### config.mk
export PLATFORM = sky130hd
export DESIGN_NAME = fejkon_fc_capture_flat
export DESIGN_NICKNAME = d
export VERILOG_FILES = /design/src/rtl/fejkon_fc_capture_pkg.sv /design/src/rtl/fejkon_fc_capture_if.sv /design/src/rtl/fejkon_fc_capture_buf.sv /design/src/rtl/fejkon_fc_capture.sv /design/src/flat_wrapper.sv
export SDC_FILE = /design/constraint.sdc
export NUM_CORES = 2
export LEC_CHECK = 0
export CORE_UTILIZATION = 37
export DETAILED_ROUTE_END_ITERATION = 16
export GPL_ROUTABILITY_DRIVEN = 0
export MAX_ROUTING_LAYER = met4
export PLACE_DENSITY = 0.54
export SLEW_MARGIN = 5
export SYNTH_ARGS = -nofsm -noshare
export SYNTH_HDL_FRONTEND = slang
export SYNTH_HIERARCHICAL = 1
export SYNTH_SLANG_ARGS = --single-unit
### constraint.sdc
create_clock -name clk -period 29.9 [get_ports clk]
set_input_delay 5.98 -clock clk [delete_from_list [all_inputs] [get_ports clk]]
set_output_delay 5.98 -clock clk [all_outputs]
set_load 0.03 [all_outputs]
### src/rtl/fejkon_fc_capture_pkg.sv
// rtl/fejkon_fc_capture_pkg.sv - shared constants and types for the FC capture sink
package fejkon_fc_capture_pkg;

  localparam int CAP_BEATS  = 8;
  localparam int BEAT_BYTES = 32;

  localparam logic [7:0] ADDR_CTRL   = 8'h00;
  localparam logic [7:0] ADDR_STATUS = 8'h01;
  localparam logic [7:0] ADDR_ERRCNT = 8'h02;
  localparam logic [7:0] ADDR_PKT0   = 8'h04;
  localparam logic [7:0] ADDR_BYTES0 = 8'h08;
  localparam logic [7:0] ADDR_CLEAR  = 8'h0C;
  localparam logic [7:0] ADDR_CAPBUF = 8'h40;

  typedef enum logic [1:0] {
    CAP_IDLE  = 2'd0,
    CAP_ARMED = 2'd1,
    CAP_CAP   = 2'd2,
    CAP_DONE  = 2'd3
  } cap_state_e;

endpackage

### src/rtl/fejkon_fc_capture_if.sv
// rtl/fejkon_fc_capture_if.sv - 256-bit, 4-channel Avalon-ST stream bundle
interface fejkon_fc_capture_if;
  import fejkon_fc_capture_pkg::*;

  logic [1:0]              channel;
  logic [8*BEAT_BYTES-1:0] data;
  logic                    startofpacket;
  logic                    endofpacket;
  logic [4:0]              empty;
  logic                    valid;
  logic                    ready;

  modport master (
    output channel, data, startofpacket, endofpacket, empty, valid,
    input  ready
  );

  modport slave (
    input  channel, data, startofpacket, endofpacket, empty, valid,
    output ready
  );

endinterface

### src/rtl/fejkon_fc_capture_buf.sv
// rtl/fejkon_fc_capture_buf.sv - 8x256 capture store with a 32-bit word read mux
module fejkon_fc_capture_buf
  import fejkon_fc_capture_pkg::*;
(
  input  logic                    clk,
  input  logic                    we,
  input  logic [2:0]              waddr,
  input  logic [8*BEAT_BYTES-1:0] wdata,
  input  logic [5:0]              raddr,
  output logic [31:0]             rdata
);

  logic [8*BEAT_BYTES-1:0] mem [CAP_BEATS];
  logic [8*BEAT_BYTES-1:0] row;
  logic [8*BEAT_BYTES-1:0] row_shifted;

  always_ff @(posedge clk) begin
    if (we) begin
      mem[waddr] <= wdata;
    end
  end

  // Word 0 is the most significant 32 bits of the beat.
  always_comb begin
    row         = mem[raddr[5:3]];
    row_shifted = row << {raddr[2:0], 5'd0};
    rdata       = row_shifted[8*BEAT_BYTES-1 -: 32];
  end

endmodule

### src/rtl/fejkon_fc_capture.sv
// rtl/fejkon_fc_capture.sv - FC stream sink/monitor: forward or drop, counters, packet capture
module fejkon_fc_capture
  import fejkon_fc_capture_pkg::*;
(
  input  logic                       clk,
  input  logic                       reset,
  fejkon_fc_capture_if.slave         st_in,
  fejkon_fc_capture_if.master        st_out,
  input  logic [7:0]                 csr_address,
  input  logic                       csr_write,
  input  logic                       csr_read,
  input  logic [31:0]                csr_writedata,
  output logic [31:0]                csr_readdata
);

  localparam logic [1:0] S_IDLE  = CAP_IDLE;
  localparam logic [1:0] S_ARMED = CAP_ARMED;
  localparam logic [1:0] S_CAP   = CAP_CAP;
  localparam logic [1:0] S_DONE  = CAP_DONE;

  logic        ctrl_drop, filt_en;
  logic [1:0]  filt_ch;
  logic        in_pkt, drop_lat, drop_eff;
  logic        accept, proto_err, ctrl_wr, clr, cap_hit;
  logic [5:0]  beat_bytes;
  logic [15:0] errcnt;
  logic [31:0] pkt_cnt  [4];
  logic [31:0] byte_cnt [4];

  logic [1:0]  state;
  logic [3:0]  cap_cnt;
  logic [4:0]  cap_empty;
  logic [1:0]  cap_ch;
  logic        cap_trunc;

  logic        buf_we;
  logic [2:0]  buf_waddr;
  logic [31:0] buf_rdata;
  logic [31:0] rd_mux;

  logic                    out_valid, out_sop, out_eop;
  logic [1:0]              out_channel;
  logic [4:0]              out_empty;
  logic [8*BEAT_BYTES-1:0] out_data;

  logic unused_wd;
  assign unused_wd = ^{csr_writedata[31:6], csr_writedata[3]};

  // A packet's mode is fixed by the DROP value seen at its SOP.
  assign drop_eff = (~in_pkt | st_in.startofpacket) ? ctrl_drop : drop_lat;
  assign st_in.ready = ~reset & (drop_eff | ~out_valid | st_out.ready);
  assign accept    = st_in.valid & st_in.ready;
  assign proto_err = st_in.startofpacket ? in_pkt : ~in_pkt;
  assign ctrl_wr   = csr_write & (csr_address == ADDR_CTRL);
  assign clr       = csr_write & (csr_address == ADDR_CLEAR);
  assign beat_bytes = st_in.endofpacket ? (6'(BEAT_BYTES) - {1'b0, st_in.empty})
                                        : 6'(BEAT_BYTES);

  assign st_out.valid         = out_valid;
  assign st_out.channel       = out_channel;
  assign st_out.data          = out_data;
  assign st_out.startofpacket = out_sop;
  assign st_out.endofpacket   = out_eop;
  assign st_out.empty         = out_empty;

  always_ff @(posedge clk or posedge reset) begin
    if (reset) begin
      out_valid   <= 1'b0;
      out_channel <= '0;
      out_data    <= '0;
      out_sop     <= 1'b0;
      out_eop     <= 1'b0;
      out_empty   <= '0;
    end else if (accept & ~drop_eff) begin
      out_valid   <= 1'b1;
      out_channel <= st_in.channel;
      out_data    <= st_in.data;
      out_sop     <= st_in.startofpacket;
      out_eop     <= st_in.endofpacket;
      out_empty   <= st_in.empty;
    end else if (st_out.ready) begin
      out_valid   <= 1'b0;
    end
  end

  always_ff @(posedge clk or posedge reset) begin
    if (reset) begin
      ctrl_drop <= 1'b0;
      filt_en   <= 1'b0;
      filt_ch   <= '0;
      in_pkt    <= 1'b0;
      drop_lat  <= 1'b0;
    end else begin
      if (ctrl_wr) begin
        ctrl_drop <= csr_writedata[1];
        filt_en   <= csr_writedata[2];
        filt_ch   <= csr_writedata[5:4];
      end
      if (accept) begin
        if (st_in.startofpacket) in_pkt <= ~st_in.endofpacket;
        else if (st_in.endofpacket) in_pkt <= 1'b0;
      end
      if ((accept & st_in.startofpacket) | ~in_pkt) drop_lat <= ctrl_drop;
    end
  end

  // CLEAR takes priority over the beat accepted in the same cycle.
  always_ff @(posedge clk or posedge reset) begin
    if (reset) begin
      errcnt <= '0;
      for (int i = 0; i < 4; i++) begin
        pkt_cnt[i]  <= '0;
        byte_cnt[i] <= '0;
      end
    end else if (clr) begin
      errcnt <= '0;
      for (int i = 0; i < 4; i++) begin
        pkt_cnt[i]  <= '0;
        byte_cnt[i] <= '0;
      end
    end else if (accept) begin
      if (proto_err && errcnt != 16'hFFFF) errcnt <= errcnt + 16'd1;
      if (st_in.endofpacket) pkt_cnt[st_in.channel] <= pkt_cnt[st_in.channel] + 32'd1;
      byte_cnt[st_in.channel] <= byte_cnt[st_in.channel] + {26'd0, beat_bytes};
    end
  end

  assign cap_hit   = accept & st_in.startofpacket & (~filt_en | (st_in.channel == filt_ch));
  assign buf_we    = ((state == S_ARMED) & cap_hit) | ((state == S_CAP) & accept);
  assign buf_waddr = (state == S_CAP) ? cap_cnt[2:0] : 3'd0;

  always_ff @(posedge clk or posedge reset) begin
    if (reset) begin
      state     <= S_IDLE;
      cap_cnt   <= '0;
      cap_empty <= '0;
      cap_ch    <= '0;
      cap_trunc <= 1'b0;
    end else if (ctrl_wr) begin
      if (csr_writedata[0]) begin
        state     <= S_ARMED;
        cap_cnt   <= '0;
        cap_empty <= '0;
        cap_ch    <= '0;
        cap_trunc <= 1'b0;
      end else begin
        state <= S_IDLE;
      end
    end else begin
      case (state)
        S_ARMED: if (cap_hit) begin
          cap_cnt <= 4'd1;
          cap_ch  <= st_in.channel;
          if (st_in.endofpacket) begin
            state     <= S_DONE;
            cap_empty <= st_in.empty;
          end else begin
            state <= S_CAP;
          end
        end
        S_CAP: if (accept) begin
          cap_cnt <= cap_cnt + 4'd1;
          if (st_in.endofpacket) begin
            state     <= S_DONE;
            cap_empty <= st_in.empty;
          end else if (cap_cnt == 4'(CAP_BEATS - 1)) begin
            state     <= S_DONE;
            cap_trunc <= 1'b1;
          end
        end
        default: ;
      endcase
    end
  end

  fejkon_fc_capture_buf u_buf (
    .clk   (clk),
    .we    (buf_we),
    .waddr (buf_waddr),
    .wdata (st_in.data),
    .raddr (csr_address[5:0]),
    .rdata (buf_rdata)
  );

  always_comb begin
    rd_mux = 32'hFFFF_FFFF;
    if (csr_address[7:6] == ADDR_CAPBUF[7:6]) begin
      rd_mux = buf_rdata;
    end else if (csr_address[7:2] == ADDR_PKT0[7:2]) begin
      rd_mux = pkt_cnt[csr_address[1:0]];
    end else if (csr_address[7:2] == ADDR_BYTES0[7:2]) begin
      rd_mux = byte_cnt[csr_address[1:0]];
    end else begin
      case (csr_address)
        ADDR_CTRL:   rd_mux = {26'd0, filt_ch, 1'b0, filt_en, ctrl_drop,
                               (state == S_ARMED) | (state == S_CAP)};
        ADDR_STATUS: rd_mux = {11'd0, cap_trunc, 2'd0, cap_ch, 3'd0, cap_empty,
                               cap_cnt, 2'd0, state};
        ADDR_ERRCNT: rd_mux = {16'd0, errcnt};
        default:     rd_mux = 32'hFFFF_FFFF;
      endcase
    end
  end

  always_ff @(posedge clk or posedge reset) begin
    if (reset) begin
      csr_readdata <= '0;
    end else if (csr_read) begin
      csr_readdata <= rd_mux;
    end
  end

endmodule

### src/flat_wrapper.sv
// flat-port wrapper written by rule: the top's interface ports become plain ports
module fejkon_fc_capture_flat import fejkon_fc_capture_pkg::*;
  (clk, reset, csr_address, csr_write, csr_read, csr_writedata, csr_readdata, st_in_channel, st_in_data, st_in_startofpacket, st_in_endofpacket, st_in_empty, st_in_valid, st_in_ready, st_out_channel, st_out_data, st_out_startofpacket, st_out_endofpacket, st_out_empty, st_out_valid, st_out_ready);
  fejkon_fc_capture_if st_in_i ();
  fejkon_fc_capture_if st_out_i ();
  input  logic clk;
  input  logic reset;
  input  logic [7:0] csr_address;
  input  logic csr_write;
  input  logic csr_read;
  input  logic [31:0] csr_writedata;
  output logic [31:0] csr_readdata;
  input wire logic [$bits(st_in_i.channel)-1:0] st_in_channel;
  input wire logic [$bits(st_in_i.data)-1:0] st_in_data;
  input wire logic [$bits(st_in_i.startofpacket)-1:0] st_in_startofpacket;
  input wire logic [$bits(st_in_i.endofpacket)-1:0] st_in_endofpacket;
  input wire logic [$bits(st_in_i.empty)-1:0] st_in_empty;
  input wire logic [$bits(st_in_i.valid)-1:0] st_in_valid;
  output wire logic [$bits(st_in_i.ready)-1:0] st_in_ready;
  output wire logic [$bits(st_out_i.channel)-1:0] st_out_channel;
  output wire logic [$bits(st_out_i.data)-1:0] st_out_data;
  output wire logic [$bits(st_out_i.startofpacket)-1:0] st_out_startofpacket;
  output wire logic [$bits(st_out_i.endofpacket)-1:0] st_out_endofpacket;
  output wire logic [$bits(st_out_i.empty)-1:0] st_out_empty;
  output wire logic [$bits(st_out_i.valid)-1:0] st_out_valid;
  input wire logic [$bits(st_out_i.ready)-1:0] st_out_ready;
  assign st_in_i.channel = st_in_channel;
  assign st_in_i.data = st_in_data;
  assign st_in_i.startofpacket = st_in_startofpacket;
  assign st_in_i.endofpacket = st_in_endofpacket;
  assign st_in_i.empty = st_in_empty;
  assign st_in_i.valid = st_in_valid;
  assign st_in_ready = st_in_i.ready;
  assign st_out_channel = st_out_i.channel;
  assign st_out_data = st_out_i.data;
  assign st_out_startofpacket = st_out_i.startofpacket;
  assign st_out_endofpacket = st_out_i.endofpacket;
  assign st_out_empty = st_out_i.empty;
  assign st_out_valid = st_out_i.valid;
  assign st_out_i.ready = st_out_ready;
  fejkon_fc_capture u_core (.clk(clk), .reset(reset), .st_in(st_in_i), .st_out(st_out_i), .csr_address(csr_address), .csr_write(csr_write), .csr_read(csr_read), .csr_writedata(csr_writedata), .csr_readdata(csr_readdata));
endmodule
==> summary.txt <==
Cells and area
  • Final net count: 6514
  • Syn-to-layout area delta: 18.8%
  • Share of cells above drive strength 1: 23.8%
  • Post-Layout Inst Area: 125000 um^2

Pwr
  • Combinational share of power: 12.2%
  • PwrDens: 71.6 nW/um^2
  • Worst VDD drop: 0.0000466 V
  • Clock power frac: 39.3%
  • Leakage: 41.5 nW
  • Reg power frac: 48.5%
  • PnR Total Power: 8.92 mW
  • Switching power: 2.26 mW
  • Switching share of power: 25.3%
  • Internal Power: 6.66 mW

Timing
  • Final hold vios: 0
  • Max-slew violations: 0
  • Final number of setup-violating endpoints: 0
  • Slew HR: 16.2%
  • RSZ-0062 raised after global routing: false
  • Worst Max-Slew Pin Slew: 1.25 ns
  • Final WS setup: 15.97 ns
  • Final Cycle Share: 46.6%
  • Hold WS: 0.489 ns
  • Fin crit period: 13.93 ns
  • Clock Skew: 0.0385 ns
  • FMAX: 71.8 MHz
  • TNS Setup: 0 ns

Place
  • Buffers on Ports: 582
  • Placed Area: 115000 um^2
  • Post-DP HPWL: 177 mm
  • Pre-CTS setup slack: 15.96 ns

Run
  • Max-cap violations: 0

Worst setup path
  • Crit path cell chain: clkdlybuf4s50_1, inv_1, ha_1, mux2i_1, a21oi_1, clkdlybuf4s50_1
  • FF-to-FF Start: u_core/in_pkt
  • Worst path slowest cell: clkdlybuf4s50_1
  • CP bufs+invs: 3
  • Crit-path most repeated cell: clkdlybuf4s50_1
  • Worst R2R Setup Slack: 24.20 ns
  • RR Endpoint: u_core/u_buf/mem[4][160]
  • Startpoint Class: primary input
  • Worst endpoint data arrival time: 7.95 ns
  • Crit path max fanout: 3
  • Worst Path Required: 23.92 ns
  • Crit path largest cell delay: 0.63 ns
  • Setup crit start: st_in_startofpacket
  • Largest delay contributor family on the critical path: buffers and inverters
  • Register-to-Register Path Depth: 12
  • CP endpoint kind: output port
  • Worst Setup Path Type: in2out

Synthesis
  • Mapped Cells: 5520
  • Post-synth top area cell: edfxtp_1
  • Synth top area cells: edfxtp_1 59%, dfrtp_1 14%, mux4_2 13%
  • Synthesized area per cell: 19.0 um^2
  • Async set-reset flop share out of synthesis: 22.4%
  • Primary FF master, synth: edfxtp_1
  • Yosys reg bits: 2638
  • Syn Nets: 5845
  • Number of flops mapped to enable cells by yosys: 2048
  • Sequential share of the synthesized area: 72.7%
  • Yosys top cell area share: 58.7%
  • Unique masters post-synth: 73
  • Post-Synthesis Cell Area: 105000 um^2
  • Yosys warnings: 6

Global route
  • GRT Overall Usage: 21.1%
  • Total grt overflow: 0
  • Number of global-route vias before repair: 58199
  • Initial antenna violation count: 30
  • Largest net degree at the start of global routing: 127
  • Global-route wire length before repair: 424 mm

Route
  • Initial DRC count: 5099
  • Total iterations of the first detailed-routing run: 8
  • Final WL: 295 mm
  • WL/cell: 28.8 um
  • DRC viols: 0
  • Antenna-violating nets left: 0
  • Drt via density: 5.57
  • Vias: 56989

Clocking
  • TritonCTS buffer count: 294
  • Root buffer cell: clkbuf_16
  • Hold buffer count at CTS: 0
  • CTS H-Tree Depth: 5
  • CTS tree: built
  • Clock-pin slew on the worst setup and hold paths: 0.05 ns
  • Sink Count: 2638
  • Max clock buf depth: 4
  • Skew-Pair Late Insertion Delay: 0.90 ns
  • Setup repair bufs after CTS: 0
  • # resized after CTS: 0

Worst hold path
  • Cells on Worst Hold Path: 2
  • Hold Crit Start: u_core/st_out.empty[3]
  • Hold endpoint: u_core/st_out.empty[3]
  • Type of the worst min-delay path: reg2reg

Die
  • Core area: 282000 um^2
  • Die W: 534 um
  • Chip height: 534 um
  • DIE AREA: 286000 um^2
  • I/O pin total: 610
  • Starting Density: 37.2%
  • Rows: 195

Status
  • Status: finished, final reports clean
==> sequential cells by signal, indices dropped and copies added (netlist names), 4 cells and up <==
| name | count |
|---|---|
| u_core/cap_empty | 5 |
| u_core/errcnt | 16 |
| u_core/csr_readdata | 32 |
| u_core/byte_cnt | 128 |
| u_core/pkt_cnt | 128 |
| u_core/u_buf/mem | 2048 |
| u_core/st_out.empty | 5 |
| u_core/cap_cnt | 4 |
| u_core/st_out.data | 256 |
==> final cells by class <==
| type | instances | area (um^2) |
|---|---|---|
| clock inverter | 137 | 1380 |
| tap | 3743 | 4680 |
| inverter | 32 | 128 |
| clock buffer | 389 | 7980 |
| fill | 24650 | 157000 |
| sequential | 2638 | 76300 |
| multi-input combinational | 2515 | 27100 |
| antenna | 74 | 185 |
| timing repair buffer | 708 | 6910 |
==> metrics by stage <==
step           cells  utilization [%]
3_3_place_gp    9636             40.8
2_1_floorplan   5520                -
6_report       10236             44.2
3_5_place_dp    9636             40.8
4_1_cts        10162             44.1
5_1_grt        10222             44.2
==> synth_stat cells, types with 5 or more instances <==
cell type / instances
dfrtp_1: 590
a22o_1: 40
o21ai_1: 10
mux2_2: 298
nor4_1: 12
inv_1: 32
o22ai_1: 97
or3_1: 7
mux4_2: 625
xor2_1: 23
and3_1: 37
nand2b_1: 16
buf_6: 8
nor4_2: 7
nor3_1: 34
nor2_1: 85
and2_1: 30
buf_4: 31
edfxtp_1: 2048
buf_1: 18
o211ai_1: 7
o21ai_0: 265
nor2b_1: 27
a22oi_1: 60
nand3_1: 82
mux2i_1: 15
buf_2: 96
nand2_1: 369
o221ai_1: 62
clkbuf_1: 178
a211oi_1: 41
xnor2_1: 52
mux4_1: 8
a21oi_1: 48
nor3b_1: 6
ha_1: 13
nand4_1: 83
and4_1: 5
==> layout by cell type (no fill, tap or decap), drive strengths merged, types with 8 or more instances in the layout <==
cell type / instances
a211oi: 42
a21oi: 48
a22o: 40
a22oi: 60
and2: 30
and3: 39
buf: 134
bufinv: 14
clkbuf: 389
clkdlybuf4s50: 574
clkinv: 106
dfrtp: 590
diode: 74
edfxtp: 2048
ha: 13
inv: 42
mux2: 298
mux2i: 15
mux4: 633
nand2: 369
nand2b: 16
nand3: 85
nand4: 86
nor2: 85
nor2b: 28
nor3: 38
nor3b: 8
nor4: 20
o21ai: 275
o221ai: 62
o22ai: 97
xnor2: 53
xor2: 23
==> power groups by stage <==
stage | Sequential (mW) | Clock (mW) | Combinational, mW
floorplan | 4.60 | 0 | 0.457
global placement | 4.39 | 0 | 1.09
detailed placement | 4.40 | 0 | 1.10
CTS | 4.33 | 3.60 | 1.10
global route | 4.35 | 3.73 | 1.15
finish | 4.33 | 3.51 | 1.09
==> logic make-up (layout without fill, tap and decap cells) <==
kind of cell	count (synthesis)	after routing	synth area share [%]
XOR/XNOR	76	76	0.642
AO/OA/AOI/OAI	650	650	3.92
buffers and inverters	367	1266	1.65
adder cells (fa/ha/maj)	14	14	0.174
other	0	74	0
flip-flops	2638	2638	72.7
multiplexers	946	946	17.0
AND/OR/NAND/NOR	829	829	3.91
==> metal layers <==
metal | share of wire, % | track usage, % | wire (um)
met5 | 0 | - | 0
met4 | 2.3 | 4.78 | 6870
met3 | 5.9 | 2.98 | 17500
met2 | 47 | 32.4 | 138000
met1 | 45 | 30.0 | 133000
==> worst register-to-register path, delay by kind of cell, from the launching register on <==
kind / cells / cell delay [ns]
and+or+nand+nor: 4 / 0.92
AOI/OAI and AO/OA: 1 / 0.22
muxes: 1 / 0.20
adders and majority gates: 1 / 0.20
DFF: 1 / 0.39
buffers and inverters: 5 / 3.36
==> worst max path at each step <==
stage | endpoint | slack (ns) | depth (start not counted)
floorplan | u_core/u_buf/mem[0][0] | 4.28 | 10
global placement | st_in_ready | 15.94 | 6
detailed placement | st_in_ready | 15.96 | 6
CTS | st_in_ready | 15.94 | 6
global route | st_in_ready | 15.79 | 6
finish | st_in_ready | 15.97 | 6
(Power assumes the default switching activity.)
